<file path="src/rtl/z16_mem_arbiter.sv">
// Round-robin arbiter sharing one single-port synchronous memory between
// Z16 instruction fetch (F) and load/store (D), with one-cycle read return.
module z16_mem_arbiter #(
  parameter int AW    = 16,
  parameter int DW    = 16,
  parameter int CNT_W = 16
) (
  input  logic             i_clk,
  input  logic             i_rst,
  input  logic             i_f_req,
  input  logic [AW-1:0]    i_f_addr,
  output logic             o_f_gnt,
  output logic             o_f_rvalid,
  output logic [DW-1:0]    o_f_rdata,
  input  logic             i_d_req,
  input  logic             i_d_we,
  input  logic [AW-1:0]    i_d_addr,
  input  logic [DW-1:0]    i_d_wdata,
  output logic             o_d_gnt,
  output logic             o_d_rvalid,
  output logic [DW-1:0]    o_d_rdata,
  output logic             o_mem_en,
  output logic             o_mem_we,
  output logic [AW-1:0]    o_mem_addr,
  output logic [DW-1:0]    o_mem_wdata,
  input  logic [DW-1:0]    i_mem_rdata,
  output logic [CNT_W-1:0] o_contention_cnt
);

  typedef enum logic {PRIO_D = 1'b0, PRIO_F = 1'b1} prio_t;

  prio_t            prio, prio_next;
  logic             contend;
  logic             f_gnt, d_gnt;
  logic             resp_f_p1, resp_d_p1;
  logic [CNT_W-1:0] cnt;

  function automatic logic [CNT_W-1:0] sat_inc(input logic [CNT_W-1:0] v);
    logic [CNT_W-1:0] one;
    one = {{(CNT_W-1){1'b0}}, 1'b1};
    return (&v) ? v : v + one;
  endfunction

  assign contend = i_f_req & i_d_req;

  // Stage p0: grant decision and memory command, all combinational
  always_comb begin
    f_gnt     = 1'b0;
    d_gnt     = 1'b0;
    prio_next = prio;
    if (!i_rst) begin
      if (contend) begin
        // Winner is chosen by prio; prio then points at the loser
        if (prio == PRIO_F) begin
          f_gnt     = 1'b1;
          prio_next = PRIO_D;
        end else begin
          d_gnt     = 1'b1;
          prio_next = PRIO_F;
        end
      end else begin
        f_gnt = i_f_req;
        d_gnt = i_d_req;
      end
    end
  end

  always_comb begin
    o_mem_en    = f_gnt | d_gnt;
    o_mem_we    = d_gnt & i_d_we;
    o_mem_addr  = '0;
    o_mem_wdata = '0;
    if (d_gnt) begin
      o_mem_addr  = i_d_addr;
      o_mem_wdata = i_d_wdata;
    end else if (f_gnt) begin
      o_mem_addr  = i_f_addr;
    end
  end

  assign o_f_gnt = f_gnt;
  assign o_d_gnt = d_gnt;

  always_ff @(posedge i_clk) begin
    if (i_rst) begin
      prio      <= PRIO_D;
      resp_f_p1 <= 1'b0;
      resp_d_p1 <= 1'b0;
      cnt       <= '0;
    end else begin
      prio      <= prio_next;
      resp_f_p1 <= f_gnt;
      resp_d_p1 <= d_gnt & ~i_d_we;
      if (contend) cnt <= sat_inc(cnt);
    end
  end

  // Stage p1: read return; a tag still set while reset is high is discarded
  assign o_f_rvalid       = resp_f_p1 & ~i_rst;
  assign o_d_rvalid       = resp_d_p1 & ~i_rst;
  assign o_f_rdata        = o_f_rvalid ? i_mem_rdata : '0;
  assign o_d_rdata        = o_d_rvalid ? i_mem_rdata : '0;
  assign o_contention_cnt = cnt;

endmodule

</file>
<file path="config.mk">
export PLATFORM = sky130hd
export DESIGN_NAME = z16_mem_arbiter
export DESIGN_NICKNAME = d
export VERILOG_FILES = /design/src/rtl/z16_mem_arbiter.sv
export SDC_FILE = /design/constraint.sdc
export NUM_CORES = 1
export LEC_CHECK = 0
export BUFFER_PORTS_ARGS = -buffer_cell sky130_fd_sc_hd__buf_2
export CORE_ASPECT_RATIO = 0.6
export CORE_MARGIN = 3
export CORE_UTILIZATION = 39
export DETAILED_ROUTE_END_ITERATION = 12
export GPL_TIMING_DRIVEN = 0
export HOLD_SLACK_MARGIN = 0.08
export PLACE_DENSITY = 0.86
export SYNTH_ARGS = -nofsm -noshare
export SYNTH_HDL_FRONTEND = slang
export SYNTH_SLANG_ARGS = --single-unit
</file>
<file path="constraint.sdc">
create_clock -name i_clk -period 4.1 [get_ports i_clk]
set_input_delay 0 -clock i_clk [delete_from_list [all_inputs] [get_ports i_clk]]
set_output_delay 0 -clock i_clk [all_outputs]
set_load 0.005 [all_outputs]
</file>
==> qor.log, run 1 <==
qor: timing.fin_skew 0.003898 ns
qor: timing.timing.final.crit_share 0.4566
qor: power.total_power 0.4375 mW
qor: timing.tns 0 ns
qor: setup_path.worst_setup_path_end_kind output pin
qor: timing.timing.final.crit_period 1.872 ns
qor: routing.totalWireLength 5916 µm
qor: run.drv.max_cap_violation_count 0
qor: power.power.share.sequential 0.435
qor: die.core_region_area 3483 µm²
qor: power.power.clock.fraction 0.303
qor: hold_path.hold_path_class primary input to flip-flop
qor: setup_path.worst_ep_required_time 4.10 ns
qor: die.fp.dieH 54.30 µm
qor: finish.utilization 0.6915
qor: die.placement_rows 16
qor: synthesis.synthArstFlopShare 0
qor: global_route.first_global_vias 1,780
qor: timing.final-max-slew-violation-count 0
qor: finish.sequential_cell_area 380.4 µm²
qor: global_route.grt-busiest-layer met2
qor: synthesis.synthesis.area 1516 µm²
qor: power.ir_worst_vdd 162.9 µV
qor: power.switching_power 0.1173 mW
qor: synthesis.netlist.top_cell.by_area sky130_fd_sc_hd__dfxtp_1
qor: timing.worst_pin_slew 0.5790 ns
qor: synthesis.synthesis.area_per_instance 8.242 µm²
qor: routing.ant_nets 0
qor: clocking.clkSlewWorstSetupHoldPaths 0.07 ns
qor: setup_path.critical_path.startpoint_type primary input
qor: timing.final-setup-viol-count 0
qor: place.place.port_buffers 154
qor: global_route.global_route.overflow_total 0
qor: clocking.worst_skew_pair.late_latency 0.26 ns
qor: timing.timing.final.ws_setup 2.228 ns
qor: setup_path.timing.setup.critical_path_class primary input to output pin
qor: synthesis.synthTopCellsByArea sky130_fd_sc_hd__dfxtp_1 25%, sky130_fd_sc_hd__and2_1 21%, sky130_fd_sc_hd__a22o_1 9.2%, sky130_fd_sc_hd__nand4_4 2.8%, sky130_fd_sc_hd__nor2_1 2.7%
qor: finish.drive_above_1_share 0.5058
qor: clocking.post_cts_buffers 0
qor: die.start_util 0.4353
qor: finish.synthToLayoutAreaGrowth 58.83%
qor: timing.worst_hold_slack 0.1343 ns
qor: routing.vias_per_cell 5.116
qor: clocking.h-tree-depth 1
qor: clocking.cts-hold-fix-buffers 2
qor: power.power_report.internal_total 0.3202 mW
qor: place.place_ws 2.369 ns
qor: timing.fmax 534.2 MHz
qor: power.power.static_leakage 1.391 nW
qor: die.ios 155
qor: synthesis.ys_seq_elements 19
qor: place.routabilityCongestion 0.8320
qor: finish.multiInputGateArea 1074 µm²
qor: setup_path.worstPathMaxFanout 10
qor: place.post-dp-hpwl 4893 µm
qor: synthesis.synth_enable_flop_cells 0
qor: global_route.grt_start_max_net_pins 11
qor: synthesis.dominantRegCellSynth sky130_fd_sc_hd__dfxtp_1
qor: global_route.gr_layer_usage_met2 0.4048
qor: power.comb_power_share 0.262
qor: timing.grt_setup_unrepaired false
qor: global_route.grt_first_pass_wirelength 8418 µm
qor: timing.hold_viol_final 0
qor: clocking.cts_resizes 0
qor: die.die_area 4697 µm²
qor: outcome.outcome completed
qor: global_route.met3_usage 0.04812
qor: power.swShare 0.2681
qor: finish.antenna_cells_inserted 0
qor: routing.average_detailed_routed_wire_length_per_instance 15.21 µm
qor: synthesis.post-synth-top-count-cell sky130_fd_sc_hd__and2_1
qor: synthesis.seq_area_frac_synth 0.2508
qor: routing.vias 1,990
qor: synthesis.synth_largest_type_area_fraction 0.2508
qor: power.powerDensity 181.7 nW/µm²
qor: clocking.clkSinkCount 19
qor: synthesis.yosysUniqueCellTypes 44
qor: global_route.antenna_found_initial 0
qor: synthesis.synth.net_count 254
qor: die.die_x 86.50 µm
qor: synthesis.yosys_warnings 0
qor: clocking.cts_made_buffers 3
qor: clocking.tritoncts built
qor: setup_path.critPathArrivalTime 1.87 ns
qor: clocking.clock_tree_root sky130_fd_sc_hd__clkbuf_8
qor: routing.number_of_detailed_route_iterations_in_the_first_pass 4
qor: finish.fill_cells 317
qor: synthesis.synth_top_cells_by_count 51 x sky130_fd_sc_hd__and2_1, 19 x sky130_fd_sc_hd__dfxtp_1, 16 x sky130_fd_sc_hd__a22o_1
qor: clocking.clockBufferDepth 2
qor: routing.count_of_unresolved_drc_violations_after_routing 0
qor: timing.slew_headroom 0.6133
qor: finish.final_nets 415
qor: synthesis.post_synth_inst_count 184
qor: global_route.total_global_routing_track_utilization 0.2275
qor: global_route.grt.met1_usage 0.2899
qor: routing.drt_iter0_drc 90
critical path, stage by stage:
cell and delay [ns]:
sky130_fd_sc_hd__dlygate4sd3_1 0.54, sky130_fd_sc_hd__buf_2 0.16, sky130_fd_sc_hd__a211oi_2 0.54, sky130_fd_sc_hd__clkbuf_1 0.31, sky130_fd_sc_hd__and2_1 0.20, sky130_fd_sc_hd__buf_2 0.12
cells in the final DEF (no fill, tap or decap), drive strengths merged, types with 5 or more instances in the layout:
cell type    n
buf        157
and2        51
dfxtp       19
a22o        16
nor2        11
clkbuf      11
a21oi        7
nand3        6
nand4        6
inv          5
nand2        5
final timing paths:
path	from	endpoint	slack, ns	cells after the start
setup / recovery	i_f_req	o_mem_wdata[2]	2.23	6
hold / removal	i_rst	resp_f_p1	0.13	3
setup reg to reg	o_contention_cnt[0]	o_contention_cnt[13]	2.31	5
hold reg to reg	o_contention_cnt[10]	o_contention_cnt[10]	0.56	2
flip-flops by register name, summed over array words and instances, names as in the netlist:
register / cells
o_contention_cnt: 16
prio: 1
resp_d_p1: 1
resp_f_p1: 1
kinds of logic (layout without fill, tap and decap cells):
logic type	after synthesis	in the layout	share of synthesized area
DFF	19	19	0.2508
muxes	3	3	0.02063
xor gates and xnor gates	3	3	0.01733
adders and majority gates	1	1	0.008250
buffers and inverters	15	175	0.04126
and+or+nand+nor	101	101	0.4324
AOI/OAI and AO/OA	42	42	0.2294
layer usage:
metal	routed length, µm	up-vias
met5	0	-
met4	73	0
met3	391	10
met2	3015	87
met1	2436	904
li1	-	989
through the flow:
step / area [µm²] / instances
CTS: 2409 / 389
detailed placement: 2344 / 383
global route: 2409 / 389
floorplan: 1516 / 184
finish: 2409 / 389
global placement: 2344 / 383
power by group through the flow:
stage	Sequential (mW)	Clock (mW)	Combinational, mW
2_1_floorplan	0.194	0	0.0447
3_3_place_gp	0.195	0	0.110
3_5_place_dp	0.195	0	0.113
4_1_cts	0.190	0.134	0.115
5_1_grt	0.191	0.143	0.127
6_report	0.191	0.132	0.115
layout make-up:
cell class | instances | share of cell area
plain buffers | 10 | 0.01818
clock buffers | 4 | 0.01870
inverters | 5 | 0.007792
multi-input cells | 150 | 0.4457
flip-flops and latches | 19 | 0.1579
well taps | 45 | 0.02338
repair buffers | 156 | 0.3283
No activity file was read; power rests on OpenSTA's default activity.
==> inputs of run 2 (changes only) <==
--- a/config.mk
+++ b/config.mk
@@ -5,14 +5,15 @@
 export SDC_FILE = /design/constraint.sdc
 export NUM_CORES = 1
 export LEC_CHECK = 0
+export ABC_AREA = 1
 export BUFFER_PORTS_ARGS = -buffer_cell sky130_fd_sc_hd__buf_2
 export CORE_ASPECT_RATIO = 0.6
 export CORE_MARGIN = 3
-export CORE_UTILIZATION = 39
+export CORE_UTILIZATION = 36
 export DETAILED_ROUTE_END_ITERATION = 12
 export GPL_TIMING_DRIVEN = 0
 export HOLD_SLACK_MARGIN = 0.08
-export PLACE_DENSITY = 0.86
+export PLACE_DENSITY = 0.8
 export SYNTH_ARGS = -nofsm -noshare
 export SYNTH_HDL_FRONTEND = slang
 export SYNTH_SLANG_ARGS = --single-unit
==> constraint.sdc (replaced) <==
create_clock -name i_clk -period 1.9 [get_ports i_clk]
set_input_delay 0 -clock i_clk [delete_from_list [all_inputs] [get_ports i_clk]]
set_output_delay 0 -clock i_clk [all_outputs]
set_load 0.005 [all_outputs]
==> run 2 against run 1 <==
Combinational power grew 130%; first-iteration DRC count increased by 62%; final cell count increased by 23%; worst hold slack got worse by 0.057 ns; largest power group unchanged; worst setup slack got worse by 2.0 ns; clock skew grew 0.0058 ns; highest routed layer unchanged.
==> qor.log, run 2 <==
qor: routing.average_detailed_routed_wire_length_per_instance 12.39 µm [-19%]
qor: timing.timing.final.crit_share 0.8830
qor: routing.maxUsedRoutingLayer met4
qor: synthesis.ys_seq_elements 19 [unchanged]
qor: routing.vias_per_cell 4.505 [-12%]
qor: clocking.clkSlewWorstSetupHoldPaths 0.07 ns [about the same]
qor: synthesis.synthesis.area 1558 µm² [+2.7%]
qor: die.core_region_area 3914 µm² [+12%]
qor: hold_path.min_to resp_f_p1
qor: synthesis.synthArstFlopShare 0 [unchanged]
qor: timing.timing.final.crit_period 1.678 ns
qor: die.start_util 0.3980 [-0.03733]
qor: global_route.grt_start_max_net_pins 13 [+2]
qor: finish.final_cell_mix 158 x sky130_fd_sc_hd__buf_2, 78 x sky130_fd_sc_hd__nor2_1, 46 x sky130_fd_sc_hd__inv_1
qor: clocking.clockBufferDepth 2 [unchanged]
qor: clocking.clock_tree_root sky130_fd_sc_hd__clkbuf_8
qor: die.placement_rows 17 [+1]
qor: synthesis.yosys_warnings 0 [unchanged]
qor: setup_path.timing.critical_path.mode_cell sky130_fd_sc_hd__buf_2
qor: global_route.global_route.overflow_total 0 [unchanged]
qor: routing.met3WireLength 484 µm [+24%]
qor: setup_path.timing.critical_path.cells dlygate4sd3_1 > buf_2 > inv_2 > nand3_1 > inv_2 > buf_2 > a22o_1 > buf_2
qor: power.power.clock.fraction 0.309 [+0.006]
qor: synthesis.yosysUniqueCellTypes 25 [-43%]
qor: place.routabilityCongestion 0.8523 [+2.4%]
qor: synthesis.synth_top_cells_by_count 78 x sky130_fd_sc_hd__nor2_1, 46 x sky130_fd_sc_hd__inv_1, 39 x sky130_fd_sc_hd__nand2_1
qor: synthesis.seq_area_frac_synth 0.2442 [-0.006648]
qor: die.fp.dieH 56.96 µm [+4.9%]
qor: finish.finalNonFillerCells 479 [+23%]
qor: timing.fmax 596.1 MHz
qor: power.comb_power_share 0.274 [+0.012]
qor: finish.number_of_flip_flops_in_the_largest_register 16 [unchanged]
qor: setup_path.worstRegToRegCells 8 [+3]
qor: outcome.outcome completed
qor: timing.final-setup-viol-count 0 [unchanged]
qor: die.die_area 5178 µm² [+10%]
qor: setup_path.cell_class_contributing_the_biggest_share_of_worst_path_delay buffers and inverters
qor: timing.grt_setup_unrepaired false
qor: synthesis.synth.net_count 332 [+31%]
qor: global_route.antenna_found_initial 0 [unchanged]
qor: die.die_x 90.92 µm [+5.1%]
qor: setup_path.regToRegEndpoint o_contention_cnt[15]
qor: clocking.worst_skew_pair.late_latency 0.27 ns [about the same]
qor: global_route.total_global_routing_track_utilization 0.2176 [-0.009884]
qor: power.powerDensity 398.8 nW/µm² [+120%]
qor: setup_path.worstSetupStartpoint i_rst
qor: routing.m1WireLength 2728 µm [+12%]
qor: finish.sequential_cell_area 380.4 µm² [unchanged]
qor: finish.fill_cells 386 [+22%]
qor: finish.multiInputGateArea 925.9 µm² [-14%]
qor: timing.slew_headroom 0.7270 [+0.1137]
qor: power.ir_worst_vdd 234.8 µV [+44%]
qor: global_route.grt_first_pass_wirelength 9349 µm [+11%]
qor: setup_path.worst_ep_required_time 1.90 ns [-2.20 ns]
qor: place.post-dp-hpwl 5084 µm [+3.9%]
qor: power.swShare 0.2988 [+0.03063]
qor: die.ios 155 [unchanged]
qor: power.power.static_leakage 1.587 nW [+14%]
qor: run.drv.max_cap_violation_count 0 [unchanged]
qor: place.place.port_buffers 154 [unchanged]
qor: hold_path.hold_path_class primary input to flip-flop
qor: power.power_report.internal_total 0.6904 mW [+120%]
qor: synthesis.synthesis.area_per_instance 5.946 µm² [-28%]
qor: synthesis.netlist.top_cell.by_area sky130_fd_sc_hd__dfxtp_1
qor: clocking.post_cts_buffers 0 [unchanged]
qor: routing.vias 2,158 [+8.4%]
qor: setup_path.critical_path.startpoint_type primary input
qor: setup_path.timing.setup.critical_path_class primary input to output pin
qor: timing.hold_viol_final 0 [unchanged]
qor: routing.count_of_unresolved_drc_violations_after_routing 0 [unchanged]
qor: synthesis.synth_enable_flop_cells 0 [unchanged]
qor: setup_path.timing.rr.start o_contention_cnt[0]
qor: routing.drt_iter0_drc 146 [+62%]
qor: power.switching_power 0.2941 mW [+150%]
qor: setup_path.ff2ff_setup_slack 0.33 ns [-1.98 ns]
qor: synthesis.post_synth_inst_count 262 [+42%]
qor: setup_path.crit_slowest_cell sky130_fd_sc_hd__dlygate4sd3_1
qor: finish.antenna_cells_inserted 0 [unchanged]
qor: setup_path.slowest_stage_delay_on_critical_path 0.53 ns [about the same]
qor: clocking.tritoncts built
qor: clocking.h-tree-depth 1 [unchanged]
qor: clocking.clkSinkCount 19 [unchanged]
qor: routing.number_of_detailed_route_iterations_in_the_first_pass 5 [+1]
qor: finish.layout.cells.most_common sky130_fd_sc_hd__buf_2
qor: finish.synthToLayoutAreaGrowth 58.47%
qor: timing.fin_skew 0.009664 ns [+0.005766 ns]
qor: setup_path.critical_path.n_buffers_inverters 6 [+2]
qor: routing.route.met2.wl 2692 µm [-11%]
qor: hold_path.min_delay_path_depth 3 [unchanged]
qor: routing.totalWireLength 5937 µm [+0.35%]
qor: synthesis.dominantRegCellSynth sky130_fd_sc_hd__dfxtp_1
qor: finish.drive_above_1_share 0.4384 [-0.06743]
qor: timing.final-max-slew-violation-count 0 [unchanged]
qor: setup_path.worstPathMaxFanout 10 [unchanged]
qor: setup_path.critPathArrivalTime 1.68 ns [-0.19 ns]
qor: synthesis.synth_largest_type_area_fraction 0.2442 [-0.006648]
qor: setup_path.worst_setup_path_end_kind output pin
qor: clocking.cts_made_buffers 3 [unchanged]
qor: power.power.share.sequential 0.416 [-0.019]
qor: place.cell_total_after_placement 473 [+23%]
qor: synthesis.post-synth-top-count-cell sky130_fd_sc_hd__nor2_1
qor: hold_path.min_from i_f_req
qor: finish.final_nets 493 [+19%]
qor: synthesis.synthTopCellsByArea sky130_fd_sc_hd__dfxtp_1 24%, sky130_fd_sc_hd__nor2_1 19%, sky130_fd_sc_hd__inv_1 11%, sky130_fd_sc_hd__nand2_1 9.4%, sky130_fd_sc_hd__a22o_1 9.0%
qor: global_route.first_global_vias 1,958 [+10%]
qor: timing.tns 0 ns [unchanged]
qor: timing.worst_pin_slew 0.4095 ns [-0.1695 ns]
qor: routing.ant_nets 0 [unchanged]
-- run 2: changes by cell type in the layout (fill, tap and decap cells not counted), moves of 4 or more --
cell | previous run | this run
sky130_fd_sc_hd__inv_2 | 0 | 4
sky130_fd_sc_hd__a21oi_1 | 7 | 11
sky130_fd_sc_hd__clkbuf_1 | 8 | 2
sky130_fd_sc_hd__o211a_1 | 4 | 0
sky130_fd_sc_hd__nor2_2 | 0 | 4
sky130_fd_sc_hd__and2_1 | 51 | 0
sky130_fd_sc_hd__inv_1 | 5 | 46
sky130_fd_sc_hd__nor2_1 | 11 | 78
sky130_fd_sc_hd__nor2b_1 | 4 | 0
sky130_fd_sc_hd__nand3_1 | 6 | 14
sky130_fd_sc_hd__nand2_1 | 4 | 39
-- run 2: how the worst max path moves through the flow --
stage | cells past startpoint | endpoint | slack, ns
2_1_floorplan | 8 | o_contention_cnt[15] | 0.51
3_3_place_gp | 8 | o_contention_cnt[15] | 0.40
3_5_place_dp | 8 | o_contention_cnt[2] | 0.37
4_1_cts | 8 | o_mem_addr[9] | 0.22
5_1_grt | 8 | o_mem_addr[9] | 0.10
6_report | 8 | o_mem_addr[14] | 0.22
-- run 2: metrics by stage --
step           total power [mW]  hold WS, ns  worst slack [ns]  utilization  instance area (µm²)
3_3_place_gp             0.6782       0.1767            0.4014       0.6132                 2400
6_report                 0.9845      0.07771            0.2224       0.6308                 2469
3_5_place_dp             0.6839       0.1779            0.3723       0.6132                 2400
2_1_floorplan            0.5331      0.06907            0.5081            -                 1558
5_1_grt                   1.031       0.1177            0.1042       0.6308                 2469
4_1_cts                  0.9898      0.08148            0.2189       0.6308                 2469
-- run 2: routing by layer --
layer / track usage / vias up
met5: 0 / -
met4: 0.02575 / 0
met3: 0.05138 / 6
met2: 0.3536 / 91
met1: 0.3046 / 927
li1: - / 1134
-- run 2: worst reg2reg max path, delay by kind of cell, from the launching register on --
family | cells | cell delay, ns
AOI/OAI and AO/OA | 1 | 0.13
adders and majority gates | 1 | 0.24
DFF | 1 | 0.43
and+or+nand+nor | 6 | 0.67
-- run 2: logic make-up (layout without fill, tap and decap cells) --
| logic type | count (synthesis) | count (layout) | synth area share |
|---|---|---|---|
| adder cells (fa/ha/maj) | 1 | 1 | 0.008031 |
| AND/OR/NAND/NOR | 152 | 152 | 0.4458 |
| buffers and inverters | 59 | 219 | 0.1614 |
| AO/OA/AOI/OAI | 31 | 31 | 0.1406 |
| flip-flops | 19 | 19 | 0.2442 |
-- run 2: cell type report --
cell class              count  area share
well taps                  57     0.02889
clock inverters             1    0.003041
repair buffers            156      0.3203
plain buffers               9     0.02585
flip-flops and latches     19      0.1541
multi-input cells         184      0.3751
inverters                  50     0.07603
clock buffers               3     0.01673
-- run 2: power by group through the flow --
stage	Sequential [mW]	Combinational (mW)	Clock, mW
4_1_cts	0.410	0.270	0.310
5_1_grt	0.411	0.298	0.322
3_3_place_gp	0.419	0.259	0
3_5_place_dp	0.419	0.265	0
6_report	0.410	0.270	0.305
2_1_floorplan	0.418	0.115	0
-- run 2: repair_timing --
item,4_1_cts,5_1_grt
resized for setup,0,0
endpoints found under the hold margin,5,0
hold buffers,2,0
==> inputs of run 3 (changes only) <==
--- a/config.mk
+++ b/config.mk
@@ -5,7 +5,7 @@
 export SDC_FILE = /design/constraint.sdc
 export NUM_CORES = 1
 export LEC_CHECK = 0
-export ABC_AREA = 1
+export ABC_AREA = 0
 export BUFFER_PORTS_ARGS = -buffer_cell sky130_fd_sc_hd__buf_2
 export CORE_ASPECT_RATIO = 0.6
 export CORE_MARGIN = 3
@@ -13,7 +13,7 @@
 export DETAILED_ROUTE_END_ITERATION = 12
 export GPL_TIMING_DRIVEN = 0
 export HOLD_SLACK_MARGIN = 0.08
-export PLACE_DENSITY = 0.8
+export PLACE_DENSITY = 0.81
 export SYNTH_ARGS = -nofsm -noshare
 export SYNTH_HDL_FRONTEND = slang
 export SYNTH_SLANG_ARGS = --single-unit
==> run 3 against run 2 <==
Utilization up 0.20 points; final cell count is 16% lower; die area shrank 2.4%; worst setup slack lost 0.073 ns; critical path depth fell by 3; first-iteration DRC count is 12% lower; worst hold slack improved by 0.032 ns; clock power decreased by 7.5%; sequential cell count is the same; largest power group unchanged.
==> qor.log, run 3 (same netlist as run 1, synthesis figures left out) <==
qor: clocking.clkSlewWorstSetupHoldPaths 0.07 ns [about the same]
qor: timing.timing.final.crit_share 0.9212 [+0.03827]
qor: timing.final-max-slew-violation-count 0 [unchanged]
qor: power.powerDensity 387.4 nW/µm² [-2.9%]
qor: die.start_util 0.3939 [-0.004128]
qor: routing.number_of_detailed_route_iterations_in_the_first_pass 4 [-1]
qor: clocking.clockBufferDepth 2 [unchanged]
qor: finish.final_cell_mix 156 x sky130_fd_sc_hd__buf_2, 51 x sky130_fd_sc_hd__and2_1, 19 x sky130_fd_sc_hd__dfxtp_1
qor: timing.hold_viol_final 0 [unchanged]
qor: global_route.total_global_routing_track_utilization 0.2297 [+0.01212]
qor: setup_path.worst_ep_required_time 1.90 ns [about the same]
qor: routing.vias_per_cell 5.087 [+13%]
qor: global_route.grt_start_max_net_pins 11 [-2]
qor: setup_path.critical_path.startpoint_type flip-flop
qor: routing.totalWireLength 5917 µm [-0.34%]
qor: die.die_area 5053 µm² [-2.4%]
qor: setup_path.worstPathMaxFanout 10 [unchanged]
qor: finish.number_of_flip_flops_in_the_largest_register 16 [unchanged]
qor: power.total_power 0.9438 mW [-4.1%]
qor: clocking.cts_made_buffers 3 [unchanged]
qor: setup_path.worst_setup_path_end_kind output pin
qor: hold_path.min_from i_rst
qor: hold_path.hold_path_class primary input to flip-flop
qor: global_route.grt_first_pass_wirelength 9611 µm [+2.8%]
qor: die.ios 155 [unchanged]
qor: die.fp.dieH 56.28 µm [-1.2%]
qor: hold_path.min_to o_contention_cnt[12]
qor: hold_path.min_delay_path_depth 3 [unchanged]
qor: global_route.met3_usage 0.04819 [-0.003191]
qor: place.place_ws 0.1280 ns [-0.2443 ns]
qor: power.ir_worst_vdd 187.3 µV [-20%]
qor: global_route.grt-busiest-layer met2
qor: die.core_region_area 3850 µm² [-1.6%]
qor: global_route.antenna_found_initial 0 [unchanged]
qor: setup_path.regToRegEndpoint o_contention_cnt[13]
qor: timing.fmax 571.3 MHz [-4.2%]
qor: finish.final_nets 415 [-16%]
qor: finish.antenna_cells_inserted 0 [unchanged]
qor: global_route.global_route.overflow_total 0 [unchanged]
qor: timing.worst_pin_slew 0.5437 ns [+0.1342 ns]
qor: timing.tns 0 ns [unchanged]
qor: setup_path.critPathArrivalTime 1.75 ns [+0.07 ns]
qor: routing.vias 2,040 [-5.5%]
qor: outcome.outcome completed
qor: clocking.clock_tree_root sky130_fd_sc_hd__clkbuf_8
qor: place.place_area 2359 µm² [-1.7%]
qor: routing.average_detailed_routed_wire_length_per_instance 14.76 µm [+19%]
qor: finish.utilization 0.6328 [+0.002005]
qor: clocking.clkSinkCount 19 [unchanged]
qor: timing.fin_skew 0.001092 ns [-0.008572 ns]
qor: place.post-dp-hpwl 4916 µm [-3.3%]
qor: setup_path.ff2ff_setup_slack 0.22 ns [-0.11 ns]
qor: clocking.worst_skew_pair.late_latency 0.25 ns [-0.02 ns]
qor: finish.finish.instance_area 2436 µm² [-1.3%]
qor: finish.drive_above_1_share 0.5087 [+0.07033]
qor: timing.timing.final.crit_period 1.750 ns [+0.07272 ns]
qor: place.routabilityCongestion 0.8227 [-3.5%]
qor: global_route.grt.met1_usage 0.2933 [-0.01131]
qor: die.placement_rows 17 [unchanged]
qor: clocking.tritoncts built
qor: finish.fill_cells 364 [-5.7%]
qor: clocking.h-tree-depth 1 [unchanged]
qor: timing.slew_headroom 0.6375 [-0.08947]
qor: finish.synthToLayoutAreaGrowth 60.64%
qor: finish.layout.cells.most_common sky130_fd_sc_hd__buf_2
qor: routing.drt_iter0_drc 128 [-12%]
qor: power.power.static_leakage 1.391 nW [-12%]
qor: global_route.first_global_vias 1,985 [+1.4%]
qor: routing.count_of_unresolved_drc_violations_after_routing 0 [unchanged]
qor: routing.ant_nets 0 [unchanged]
qor: setup_path.worstRegToRegCells 5 [-3]
qor: die.die_x 89.79 µm [-1.2%]
qor: global_route.gr_layer_usage_met2 0.3889 [+0.03533]
qor: timing.timing.final.ws_setup 0.1497 ns [-0.07272 ns]
qor: setup_path.timing.setup.critical_path_class flip-flop to output pin
qor: place.place.port_buffers 154 [unchanged]
qor: run.drv.max_cap_violation_count 0 [unchanged]
qor: setup_path.timing.rr.start o_contention_cnt[0]
qor: timing.final-setup-viol-count 0 [unchanged]
run 3: worst max-delay path by stage:
stage | from | to | depth (start not counted) | slack, ns
2_1_floorplan | o_contention_cnt[0] | o_contention_cnt[13] | 5 | 0.31
4_1_cts | prio | o_mem_wdata[0] | 4 | 0.06
3_5_place_dp | o_contention_cnt[0] | o_contention_cnt[13] | 5 | 0.13
6_report | prio | o_mem_addr[12] | 5 | 0.15
5_1_grt | prio | o_mem_addr[12] | 5 | -0.01
3_3_place_gp | o_contention_cnt[0] | o_contention_cnt[13] | 5 | 0.20
run 3: timing repair:
item	CTS	global route
gates resized for setup	0	2
setup endpoints to repair	0	10
hold endpoints to repair	2	0
buffers inserted	0	0
hold buffers	2	0
run 3: cell type report:
class                   count  area (µm²)  area share
plain buffers              10       43.79     0.01798
repair buffers            156       790.8      0.3246
well taps                  57       71.32     0.02928
clock buffers               4       45.04     0.01849
flip-flops and latches     19       380.4      0.1561
multi-input cells         150        1086      0.4458
inverters                   5       18.77    0.007704
run 3: where the power goes:
part           internal, mW  switching (mW)  leakage (nW)
sequential            0.405         0.00677         0.154
clock                 0.149           0.132        0.0228
combinational         0.138           0.113          1.21
total                 0.692           0.252          1.39
run 3: worst max-delay path, cell delays in order, from the launching register on:
cell	delay (ns)
sky130_fd_sc_hd__dfxtp_1	0.43
sky130_fd_sc_hd__o211a_1	0.18
sky130_fd_sc_hd__clkbuf_1	0.31
sky130_fd_sc_hd__buf_2	0.29
sky130_fd_sc_hd__a22o_1	0.16
sky130_fd_sc_hd__buf_2	0.11
run 3: through the flow:
step                std cells  hold slack (ns)
floorplan                 184          0.07161
global placement          395           0.1829
detailed placement        395           0.1906
CTS                       401           0.1157
global route              401           0.1396
finish                    401           0.1097
run 3: per-layer routing:
layer | vias to the layer above | share of wire
met5 | - | 0
li1 | 987 | -
met3 | 13 | 0.075
met2 | 94 | 0.48
met1 | 946 | 0.42
met4 | 0 | 0.026
